File: config.mk
export PLATFORM = sky130hd
export DESIGN_NAME = fifo_wr_arbiter
export DESIGN_NICKNAME = d
export VERILOG_FILES = /design/src/rtl/fifo_wr_arbiter.sv
export SDC_FILE = /design/constraint.sdc
export NUM_CORES = 1
export LEC_CHECK = 0
export ABC_AREA = 1
export BUFFER_PORTS_ARGS = -buffer_cell sky130_fd_sc_hd__buf_2
export CORE_ASPECT_RATIO = 0.7
export CORE_MARGIN = 10
export CORE_UTILIZATION = 45
export CTS_BUF_LIST = sky130_fd_sc_hd__clkbuf_8 sky130_fd_sc_hd__clkbuf_16
export DETAILED_ROUTE_END_ITERATION = 6
export GPL_TIMING_DRIVEN = 1
export HOLD_SLACK_MARGIN = 0.12
export PLACE_DENSITY = 0.9
export SLEW_MARGIN = 0
export SYNTH_ARGS = -nofsm -noshare
export SYNTH_HDL_FRONTEND = slang
export SYNTH_SLANG_ARGS = --single-unit
export TNS_END_PERCENT = 5
File: constraint.sdc
create_clock -name clk -period 1.44 [get_ports clk]
set_input_delay 0.216 -clock clk [delete_from_list [all_inputs] [get_ports clk]]
set_output_delay 0.216 -clock clk [all_outputs]
set_load 0.005 [all_outputs]
File: src/rtl/fifo_wr_arbiter.sv
// Round-robin arbiter sharing one FIFO write port between NREQ producers,
// moving up to MAX_BURST words per grant and stalling on FIFO full.
module fifo_wr_arbiter #(
  parameter int NREQ      = 4,
  parameter int DW        = 8,
  parameter int MAX_BURST = 4,
  localparam int OW       = (NREQ > 1) ? $clog2(NREQ) : 1
) (
  input  logic               clk,
  input  logic               rst,
  input  logic [NREQ-1:0]    req,
  input  logic [NREQ*DW-1:0] req_data,
  input  logic               fifo_full,
  output logic [NREQ-1:0]    req_ack,
  output logic               fifo_w_en,
  output logic [DW-1:0]      fifo_in_data,
  output logic [OW-1:0]      owner,
  output logic               busy
);

  typedef enum logic {
    S_IDLE  = 1'b0,
    S_BURST = 1'b1
  } state_e;

  state_e          state_q;
  logic [OW-1:0]   rr_ptr_q;
  logic [OW-1:0]   owner_q;
  logic [3:0]      burst_cnt_q;

  logic [OW-1:0]   pick_s;
  logic            pick_vld_s;
  logic [OW-1:0]   idx_s;
  logic [OW-1:0]   owner_inc_s;
  logic            write_s;
  logic            last_word_s;

  // Search downward so the requester closest to rr_ptr is the last one kept.
  always_comb begin
    pick_s     = rr_ptr_q;
    pick_vld_s = 1'b0;
    idx_s      = rr_ptr_q;
    for (int k = NREQ - 1; k >= 0; k--) begin
      idx_s = OW'((int'(rr_ptr_q) + k) % NREQ);
      if (req[idx_s]) begin
        pick_s     = idx_s;
        pick_vld_s = 1'b1;
      end else begin
        pick_s     = pick_s;
        pick_vld_s = pick_vld_s;
      end
    end
  end

  assign owner_inc_s = (owner_q == OW'(NREQ - 1)) ? {OW{1'b0}} : owner_q + OW'(1);
  assign last_word_s = (burst_cnt_q == 4'(MAX_BURST - 1));
  assign write_s     = !rst && (state_q == S_BURST) && req[owner_q] && !fifo_full;

  // One-hot acknowledge for the word accepted this cycle.
  always_comb begin
    req_ack = {NREQ{1'b0}};
    if (write_s) begin
      req_ack[owner_q] = 1'b1;
    end else begin
      req_ack = {NREQ{1'b0}};
    end
  end

  assign fifo_w_en    = write_s;
  assign fifo_in_data = req_data[owner_q*DW +: DW];
  assign owner        = owner_q;
  assign busy         = (state_q == S_BURST);

  // Grant FSM: a dropped request outranks a full FIFO when releasing the grant.
  always_ff @(posedge clk) begin
    if (rst) begin
      state_q     <= S_IDLE;
      rr_ptr_q    <= {OW{1'b0}};
      owner_q     <= {OW{1'b0}};
      burst_cnt_q <= 4'd0;
    end else begin
      case (state_q)
        S_IDLE: begin
          if (pick_vld_s) begin
            owner_q     <= pick_s;
            burst_cnt_q <= 4'd0;
            state_q     <= S_BURST;
          end else begin
            state_q     <= S_IDLE;
          end
        end
        S_BURST: begin
          if (!req[owner_q]) begin
            rr_ptr_q <= owner_inc_s;
            state_q  <= S_IDLE;
          end else if (fifo_full) begin
            state_q  <= S_BURST;
          end else begin
            burst_cnt_q <= burst_cnt_q + 4'd1;
            if (last_word_s) begin
              rr_ptr_q <= owner_inc_s;
              state_q  <= S_IDLE;
            end else begin
              state_q  <= S_BURST;
            end
          end
        end
        default: begin
          state_q <= S_IDLE;
        end
      endcase
    end
  end

endmodule

==> results of run 1 <==
## registers in the layout (all words and copies together), names as in the netlist
register and flops:
burst_cnt_q 4, rr_ptr_q 2, busy 1, owner 2
## cell families (layout without fill, tap and decap cells)
group / count (synthesis) / in the layout / share of synthesized area
and+or+nand+nor: 95 / 95 / 0.444
DFF: 9 / 9 / 0.176
buffers and inverters: 22 / 83 / 0.111
adders and majority gates: 5 / 5 / 0.0611
xor gates and xnor gates: 2 / 2 / 0.0171
AOI/OAI and AO/OA: 36 / 36 / 0.191
## worst max-delay path: cells and delay by family, from the launching register on
kind | cells | cell delay [ps]
flip-flops | 1 | 340
buffers and inverters | 2 | 190
AND/OR/NAND/NOR | 6 | 560
## placed cells by master (no fill, tap or decap), drive strengths merged
master / netlist / layout
bufinv: 1 / 1
xor2: 1 / 1
o21ai: 19 / 19
ha: 5 / 5
o22ai: 8 / 8
inv: 15 / 16
nand4: 1 / 1
nand3: 10 / 10
o211ai: 2 / 2
clkbuf: 3 / 3
dfxtp: 9 / 9
nor2: 28 / 28
xnor2: 1 / 1
buf: 3 / 63
a21oi: 7 / 7
nor3: 1 / 1
nand2: 55 / 55
## cells in the mapped netlist (all sizes together)
cell    count  area, um2
bufinv      1       17.5
xnor2       1       8.76
nand3      10       50.1
nand2      55        269
ha          5       62.6
clkbuf      3       11.3
buf         3       23.8
o21ai      19       95.1
nor2       28        113
inv        15       61.3
dfxtp       9        180
o211ai      2       15.0
nand4       1       6.26
xor2        1       8.76
nor3        1       16.3
a21oi       7       35.0
o22ai       8       50.1
## area by class of cell
cell class                      instances  area share
Tap cell                               32      0.0275
Sequential cell                         9       0.130
Timing Repair Buffer                   63       0.237
Clock inverter                          1     0.00258
Multi-Input combinational cell        138       0.521
Inverter                               16      0.0541
Clock buffer                            3      0.0283
## how the worst max path moves through the flow
stage | from | endpoint | slack (ps) | cells after the start
2_1_floorplan | owner[0] | req_ack[0] | 10 | 7
3_3_place_gp | rr_ptr_q[1] | burst_cnt_q[2] | 80 | 11
3_5_place_dp | rr_ptr_q[1] | burst_cnt_q[3] | 30 | 11
4_1_cts | owner[0] | req_ack[0] | -80 | 8
5_1_grt | owner[0] | req_ack[3] | -210 | 8
6_report | owner[0] | req_ack[0] | -110 | 8
## power by group
group	internal [W]	total [W]	switching (W)
Combinational	0.000832	0.00199	0.00115
Clock	0.000186	0.000287	0.000101
Sequential	0.000338	0.000431	0.0000935
## what timing repair did
item	in CTS	in global routing
setup buffers	0	1
endpoints found under the setup margin	13	21
gates cloned	0	0
resized for setup	8	12
endpoints found under the hold margin	0	0
## metrics by stage
step	instance area [um2]	instances	setup TNS [ps]	total power, W
floorplan	1020	169	0	0.00170
global placement	1360	257	0	0.00225
detailed placement	1360	257	0	0.00228
CTS	1430	261	-342	0.00262
global route	1460	262	-1540	0.00298
finish	1460	262	-487	0.00270
## metal layers
| metal | vias to the layer above | GRT usage |
|---|---|---|
| met3 | 4 | 0.0374 |
| met1 | 582 | 0.164 |
| li1 | 674 | - |
| met4 | 0 | 0.0233 |
| met5 | - | 0 |
| met2 | 22 | 0.261 |
==> results.md, run 1 <==
- Nets: 275
- Final Setup Violations: 6
- Hpwl dp: 2670 um
- CTS root buf: clkbuf_8
- Pre-CTS setup slack: 26.8 ps
- Worst Setup Path Type: flop to output port
- Ys Warns: 0
- Via density per instance: 4.89
- GPL Wtd Cong: 0.795
- Critical Path Max Stage Delay: 340 ps
- DRC Markers: 0
- Yosys reg bits: 9
- Vias in the first global route: 1,204
- FF-to-FF End: burst_cnt_q[2]
- Static leakage: 0.780 nW
- Critical path's most frequent cell: nand2_2
- Total CTS buffers: 3
- Footprint of the multi-input gates: 759 um2
- Iter 0 DRT Violations: 51
- Initial antenna violation count: 0
- PwrDens: 1850 mW/mm2
- Type of the worst min-delay path: input port to flop
- Slew margin rel.: 0.858
- CTS tree: built
- Largest net degree at the start of global routing: 19
- Post-route setup slack: -108 ps
- Critical-path top delay cell: dfxtp_2
- Worst-Margin Slew: 213 ps
- Starting density of the core: 0.475
- Cells on worst reg2reg path: 12
- Net Count, Synth: 213
- Netlist Area Pre-Place: 0.00102 mm2
- Cell Chain, Critical Path: inv_2 -> nand2_1 -> nand3_2 -> nand2_2 -> nor3_4 -> nand2_2 -> nor2_1 -> buf_2
- Total gr overflow: 0
- Diode count: 0
- Hold_sp: rst
- Worst vdd ir: 0.000836 V
- Ports: 55
- Register area: 189 um2
- Drt first pass iters: 4
- Core area: 0.00215 mm2
- Crit path DAT: 1330 ps
- Max Freq: 0.646 GHz
- Hold endpoint: burst_cnt_q[1]
- Gate Count Post-Synth: 169
- R2r setup slk: 70 ps
- Max-slew violations: 0
- Status: complete, but fails checks
- FILL cells: 214
- Tcrit/Tclk final: 1.07
- PortBufs: 54
- DR vias: 1,282
- Final hold vios: 0
- # rows: 14
- Gr usage total: 0.141
- First-pass GRT wire length: 5420 um
- Worst hold path depth: 2
- Maximum capacitance violations: 0
- Remaining antenna violation count: 0
- Startpoint types: flop
- Clock sinks: 9
- Share of the yosys chip area belonging to registers: 0.176
- Met3 routed WL: 111 um
- Min cycle time layout: 1550 ps
- Worst Skew: 4.72 ps
- Max layer used: met4
- Hold Slack: 219 ps
- Share of layout cells above drive strength 1: 0.443
- Clk buf depth: 2
- RSZ-0062 raised after global routing: true
- Layout Utilization: 0.677
- Total die area: 0.00461 mm2
- Clk slew on worst S/H paths: 50 ps
- Critical Path RT: 1220 ps
- Post-CTS Hold Fix Bufs: 0
- Die Y: 59.9 um
- Htree depth: 1
- Chip Width: 77 um
- Avg Cell Area, Syn: 6.06 um2
- DR WL met2: 1760 um
- Crit path max fanout: 5
- Violated checks: setup timing
- WL per Instance: 12.7 um
- Met1 Wirelength: 1450 um
- Crit end category: output port
- Clock Latency Late Sink: 230 ps
- Layout area overhead: 42.4%
- WL final: 3340 um
- Worst reg2reg path startpoint: rr_ptr_q[0]
- Yosys cell types: 25
(Power assumes the default switching activity.)
==> inputs of run 2 (changes only) <==
--- a/config.mk
+++ b/config.mk
@@ -10,7 +10,6 @@
 export CORE_ASPECT_RATIO = 0.7
 export CORE_MARGIN = 10
 export CORE_UTILIZATION = 45
-export CTS_BUF_LIST = sky130_fd_sc_hd__clkbuf_8 sky130_fd_sc_hd__clkbuf_16
 export DETAILED_ROUTE_END_ITERATION = 6
 export GPL_TIMING_DRIVEN = 1
 export HOLD_SLACK_MARGIN = 0.12
==> run 2 against run 1 <==
Compared with the run above:
- the run still ends with setup timing left
- sequential power is essentially flat
- global-route usage fell by 0.35 points
- clock skew up 0.87 ps
- register-to-register slack about the same
- largest power group unchanged
- highest routed layer is now met3
- maximum frequency shrank 2.0%
==> results.md, run 2 (synthesized netlist as in run 1, its figures left out) <==
- Tcrit/Tclk final: 1.10 (+0.0215)
- FF-to-FF End: burst_cnt_q[2]
- DRC Markers: 0 (unchanged)
- Chip Width: 77 um (unchanged)
- First-pass GRT wire length: 5340 um (-1.5%)
- Crit end category: output port
- Cell area after layout: 0.00144 mm2 (-1.3%)
- Final Setup Violations: 10 (+4)
- Clock Latency Late Sink: 260 ps (+30 ps)
- Largest net degree at the start of global routing: 19 (unchanged)
- Register area: 189 um2 (unchanged)
- Clock power share: 0.073 (-0.033)
- Worst-Margin Slew: 213 ps (unchanged)
- Startpoint types: flop
- Critical Path Max Stage Delay: 340 ps (about the same)
- Initial antenna violation count: 0 (unchanged)
- Crit path max fanout: 5 (unchanged)
- Core area: 0.00215 mm2 (unchanged)
- Critical path's most frequent cell: nand2_2
- Max reg flops: 4 (unchanged)
- Remaining antenna violation count: 0 (unchanged)
- Min cycle time layout: 1580 ps (+30.9 ps)
- Slew margin rel.: 0.858 (unchanged)
- GPL Wtd Cong: 0.795 (unchanged)
- Post-CTS Hold Fix Bufs: 0 (unchanged)
- Worst Skew: 5.58 ps (+0.866 ps)
- Diode count: 0 (unchanged)
- Most frequent cells in the layout: buf_2 (54), nand2_1 (35), nor2_1 (27)
- Internal power: 0.00127 W (-5.9%)
- Static leakage: 0.768 nW (-1.5%)
- Violated checks: setup timing
- Crit. Startpoint: owner[0]
- Post-placement cell area: 0.00136 mm2 (unchanged)
- Worst Setup Path Type: flop to output port
- Worst vdd ir: 0.000838 V (+0.21%)
- Hold Slack: 196 ps (-23.5 ps)
- Most common cell after layout, fill and taps aside: buf_2
- DR vias: 1,272 (-0.78%)
- Clock sinks: 9 (unchanged)
- Vias in the first global route: 1,195 (-0.75%)
- Total die area: 0.00461 mm2 (unchanged)
- WL per Instance: 12.6 um (-1.4%)
- Worst setup endpoint: req_ack[0]
- Share of layout cells above drive strength 1: 0.443 (unchanged)
- Max Freq: 0.633 GHz (-2.0%)
- Clk buf depth: 2 (unchanged)
- Hpwl dp: 2670 um (unchanged)
- Maximum capacitance violations: 0 (unchanged)
- Status: complete, but fails checks
- WL final: 3290 um (-1.4%)
- PwrDens: 1810 mW/mm2 (-2.5%)
- CTS tree: built
- Final hold vios: 0 (unchanged)
- Die Y: 59.9 um (unchanged)
- Via density per instance: 4.85 (-0.78%)
- Reg power frac: 0.165 (+0.005)
- Switch Pwr: 0.00133 W (-1.6%)
- PortBufs: 54 (unchanged)
- Footprint of the multi-input gates: 759 um2 (unchanged)
- Drt first pass iters: 4 (unchanged)
- Cell Chain, Critical Path: inv_2 -> nand2_1 -> nand3_2 -> nand2_2 -> nor3_4 -> nand2_2 -> nor2_1 -> buf_2
- Ports: 55 (unchanged)
- Fraction of power consumed by combinational cells: 0.762 (+0.028)
- CTS root buf: clkbuf_4
- Reg with most FFs: burst_cnt_q
- Max-slew violations: 0 (unchanged)
- Crit path DAT: 1360 ps (+30 ps)
- Total gr overflow: 0 (unchanged)
- R2r setup slk: 70 ps (about the same)
- FILL cells: 213 (-0.47%)
- Critical-path top delay cell: dfxtp_2
- Post-route setup slack: -139 ps (-30.9 ps)
- Iter 0 DRT Violations: 51 (unchanged)
- Sw Share: 0.510 (+0.0111)
- Total CTS buffers: 3 (unchanged)
- Nets: 275 (unchanged)
- RSZ-0062 raised after global routing: true
- Critical Path RT: 1220 ps (about the same)
- Htree depth: 1 (unchanged)
- Clk slew on worst S/H paths: 60 ps (about the same)
- Gr usage total: 0.138 (-0.00347)
- Type of the worst min-delay path: input port to flop
- Starting density of the core: 0.475 (unchanged)
- Cells on worst reg2reg path: 12 (unchanged)
- # rows: 14 (unchanged)
- Worst reg2reg path startpoint: rr_ptr_q[0]
- Layout area overhead: 40.6%
## run 2: cell count changes in the layout (fill, tap and decap cells not counted)
cell,change
clkbuf_4,+3
clkbuf_8,-3
clkbuf_1,+1
inv_1,-1
## run 2: layout make-up
type,count,share of cell area
clock buffers,4,0.0183
well taps,32,0.0278
flip-flops and latches,9,0.131
multi-input cells,138,0.528
repair buffers,63,0.240
inverters,16,0.0548
## run 2: how the worst min path moves through the flow
stage / startpoint / to / slack (ps) / depth (start not counted)
floorplan: rst / burst_cnt_q[1] / 290 / 1
global placement: rst / burst_cnt_q[1] / 450 / 2
detailed placement: rst / burst_cnt_q[2] / 460 / 2
CTS: rst / burst_cnt_q[3] / 180 / 2
global route: rst / burst_cnt_q[1] / 180 / 2
finish: rst / burst_cnt_q[1] / 200 / 2
## run 2: power by group through the flow
stage          combinational [W]  clock, W  sequential (W)
2_1_floorplan            0.00131         0        0.000388
3_3_place_gp             0.00185         0        0.000394
3_5_place_dp             0.00188         0        0.000403
4_1_cts                  0.00192  0.000201        0.000416
5_1_grt                  0.00222  0.000214        0.000444
6_report                 0.00198  0.000190        0.000430
## run 2: repair_timing
action                                  CTS  global route
gates resized for setup                  10            10
endpoints found under the setup margin   13            21
setup buffers                             0             1
## run 2: per-stage QoR
stage	std cells	util	TNS [ps]	total power (W)	setup WS [ps]
5_1_grt	262	0.668	-2050	0.00288	-251
4_1_cts	261	0.654	-631	0.00254	-123
3_3_place_gp	257	0.631	0	0.00225	76.4
3_5_place_dp	257	0.631	0	0.00228	26.8
6_report	262	0.668	-732	0.00260	-139
2_1_floorplan	169	-	0	0.00170	13.0
## run 2: layer usage
| metal | wire, um | global-route usage | vias up | share of wire |
|---|---|---|---|---|
| met5 | 0 | 0 | - | 0 |
| met4 | 0 | 0.00777 | 0 | 0 |
| met3 | 129 | 0.0374 | 0 | 0.039 |
| met2 | 1740 | 0.259 | 23 | 0.53 |
| met1 | 1420 | 0.161 | 573 | 0.43 |
| li1 | - | - | 676 | - |
## run 2: worst max-delay path: cells and delay by family (launching register included)
family	cells	cell delay, ps
buf+inv	2	190
simple gates	6	560
flops	1	340
==> inputs of run 3 (changes only) <==
--- a/config.mk
+++ b/config.mk
@@ -6,10 +6,12 @@
 export NUM_CORES = 1
 export LEC_CHECK = 0
 export ABC_AREA = 1
-export BUFFER_PORTS_ARGS = -buffer_cell sky130_fd_sc_hd__buf_2
+export BUFFER_PORTS_ARGS = -buffer_cell sky130_fd_sc_hd__buf_4
 export CORE_ASPECT_RATIO = 0.7
 export CORE_MARGIN = 10
 export CORE_UTILIZATION = 45
+export CTS_BUF_LIST = sky130_fd_sc_hd__clkbuf_16
+export CTS_CLUSTER_DIAMETER = 100
 export DETAILED_ROUTE_END_ITERATION = 6
 export GPL_TIMING_DRIVEN = 1
 export HOLD_SLACK_MARGIN = 0.12
==> run 3 against run 2 <==
Compared with the run above:
- the run still ends with setup timing left
- total power grew 16%
- cell count is 0.76% lower
- register-to-register slack better by 20 ps
- global-route usage grew 1.5 points
- critical path depth shrank 1
- final area increased by 11%
- critical path type unchanged
- critical endpoint is now req_ack[1]
- largest cell class unchanged
- highest routed layer is now met4
==> results.md, run 3 (synthesized netlist as in run 1, its figures left out) <==
- CTS tree: built
- Status: complete, but fails checks
- Tcrit/Tclk final: 1.08 (-0.0129)
- Total Neg Setup Slack: -560 ps (+172 ps)
- Final Setup Violations: 8 (-2)
- Crit path max fanout: 5 (unchanged)
- Layout area overhead: 56.0%
- Drt first pass iters: 4 (unchanged)
- Diode count: 0 (unchanged)
- Most common cell after layout, fill and taps aside: buf_4
- Clk buf depth: 2 (unchanged)
- Hpwl dp: 2920 um (+9.3%)
- Max Freq: 0.641 GHz (+1.2%)
- Type of the worst min-delay path: input port to flop
- Worst Skew: 5.75 ps (+0.172 ps)
- Post-route setup slack: -120 ps (+18.6 ps)
- Total power: 0.00301 W (+16%)
- Ports: 55 (unchanged)
- GPL Wtd Cong: 0.863 (+8.5%)
- Post-CTS Setup Bufs: 0 (unchanged)
- Slew margin rel.: 0.860 (+0.00201)
- Layout Utilization: 0.741 (+0.0732)
- Vias in the first global route: 1,233 (+3.2%)
- Starting density of the core: 0.475 (unchanged)
- # rows: 14 (unchanged)
- PwrDens: 1880 mW/mm2 (+4.2%)
- Most frequent cells in the layout: buf_4 (61), nand2_1 (35), nor2_1 (25)
- Crit path DAT: 1340 ps (-20 ps)
- Max-slew violations: 0 (unchanged)
- Clock sinks: 9 (unchanged)
- Die Y: 59.9 um (unchanged)
- Min cycle time layout: 1560 ps (-18.6 ps)
- Htree depth: 1 (unchanged)
- Max reg flops: 4 (unchanged)
- Post-CTS Hold Fix Bufs: 0 (unchanged)
- Maximum capacitance violations: 0 (unchanged)
- WL final: 3540 um (+7.7%)
- Iter 0 DRT Violations: 74 (+45%)
- Clock Latency Late Sink: 230 ps (-30 ps)
- Share of layout cells above drive strength 1: 0.439 (-0.00488)
- Post-placement cell area: 0.00149 mm2 (+9.4%)
- Final hold vios: 0 (unchanged)
- DRC Markers: 0 (unchanged)
- Nets: 273 (-0.73%)
- Gr usage total: 0.152 (+0.0146)
- Worst vdd ir: 0.00111 V (+32%)
- Cell area after layout: 0.00160 mm2 (+11%)
- First-pass GRT wire length: 5760 um (+7.9%)
- Static leakage: 0.815 nW (+6.1%)
- Chip Width: 77 um (unchanged)
- Core area: 0.00215 mm2 (unchanged)
- Total CTS buffers: 3 (unchanged)
- Worst Setup Path Type: flop to output port
- Initial antenna violation count: 0 (unchanged)
- CTS root buf: clkbuf_16
- Via density per instance: 5.03 (+3.6%)
- DR vias: 1,308 (+2.8%)
- Total die area: 0.00461 mm2 (unchanged)
- Largest net degree at the start of global routing: 19 (unchanged)
- Violated checks: setup timing
- Critical Path RT: 1220 ps (about the same)
- Total gr overflow: 0 (unchanged)
- FILL cells: 209 (-1.9%)
- RSZ-0062 raised after global routing: true
- Remaining antenna violation count: 0 (unchanged)
- PortBufs: 54 (unchanged)
- Reg with most FFs: burst_cnt_q
- Startpoint types: flop
- WL per Instance: 13.6 um (+8.5%)
- Crit end category: output port
- Worst-Margin Slew: 210 ps (-3.16 ps)
- Clk slew on worst S/H paths: 40 ps (-20 ps)
==> run 3: cell types whose count changed in the layout (fill, tap and decap cells not counted), sizes merged <==
cell	previous run	this run
buf	63	61
clkbuf	4	3
inv	15	16
==> run 3: worst max-delay path, stage by stage (launching register included) <==
cell	delay (ps)
dfxtp_2	360
nand2_1	90
nand3_2	110
nand2_2	70
nor3_4	140
nand2_2	120
nor2_1	110
buf_4	120
==> run 3: what timing repair did <==
action,in CTS,in global routing
pin swaps,0,0
gates cloned,0,0
endpoints found under the setup margin,18,21
endpoints found under the hold margin,0,0
resized for setup,15,4
==> run 3: layout make-up <==
class                   instances  area (um2)  share of cell area
clock inverters                 1        3.75             0.00235
repair buffers                 61         458               0.287
well taps                      32        40.0              0.0251
inverters                      16        78.8              0.0494
multi-input cells             138         752               0.471
flip-flops and latches          9         189               0.118
clock buffers                   3        75.1              0.0470
==> run 3: through the flow <==
step	worst slack (ps)	hold slack, ps	cells
6_report	-120	184	260
5_1_grt	-205	185	260
4_1_cts	-100	175	260
3_5_place_dp	-15.3	417	256
3_3_place_gp	42.7	419	256
2_1_floorplan	13.0	285	169
==> run 3: path summary, 6_finish.rpt <==
| path | slack (ps) | to | start | cells past startpoint |
|---|---|---|---|---|
| max | -120 | req_ack[1] | owner[0] | 7 |
| min | 180 | burst_cnt_q[3] | rst | 2 |
| max reg2reg | 90 | owner[0] | rr_ptr_q[1] | 11 |
| min reg2reg | 500 | burst_cnt_q[1] | burst_cnt_q[1] | 2 |
==> run 3: metal layers <==
| layer | GRT usage | routed length (um) | vias to the layer above | share of wire |
|---|---|---|---|---|
| met1 | 0.167 | 1460 | 606 | 0.41 |
| met5 | 0 | 0 | - | 0 |
| met3 | 0.0434 | 181 | 4 | 0.051 |
| li1 | - | - | 669 | - |
| met2 | 0.289 | 1850 | 29 | 0.52 |
| met4 | 0.0363 | 59 | 0 | 0.017 |
==> run 3: power by group <==
part / internal, W / leakage (nW) / total [W] / switching (W)
registers: 0.000336 / 0.0756 / 0.000441 / 0.000106
clock network: 0.000363 / 0.0423 / 0.000484 / 0.000121
logic: 0.000928 / 0.698 / 0.00208 / 0.00115
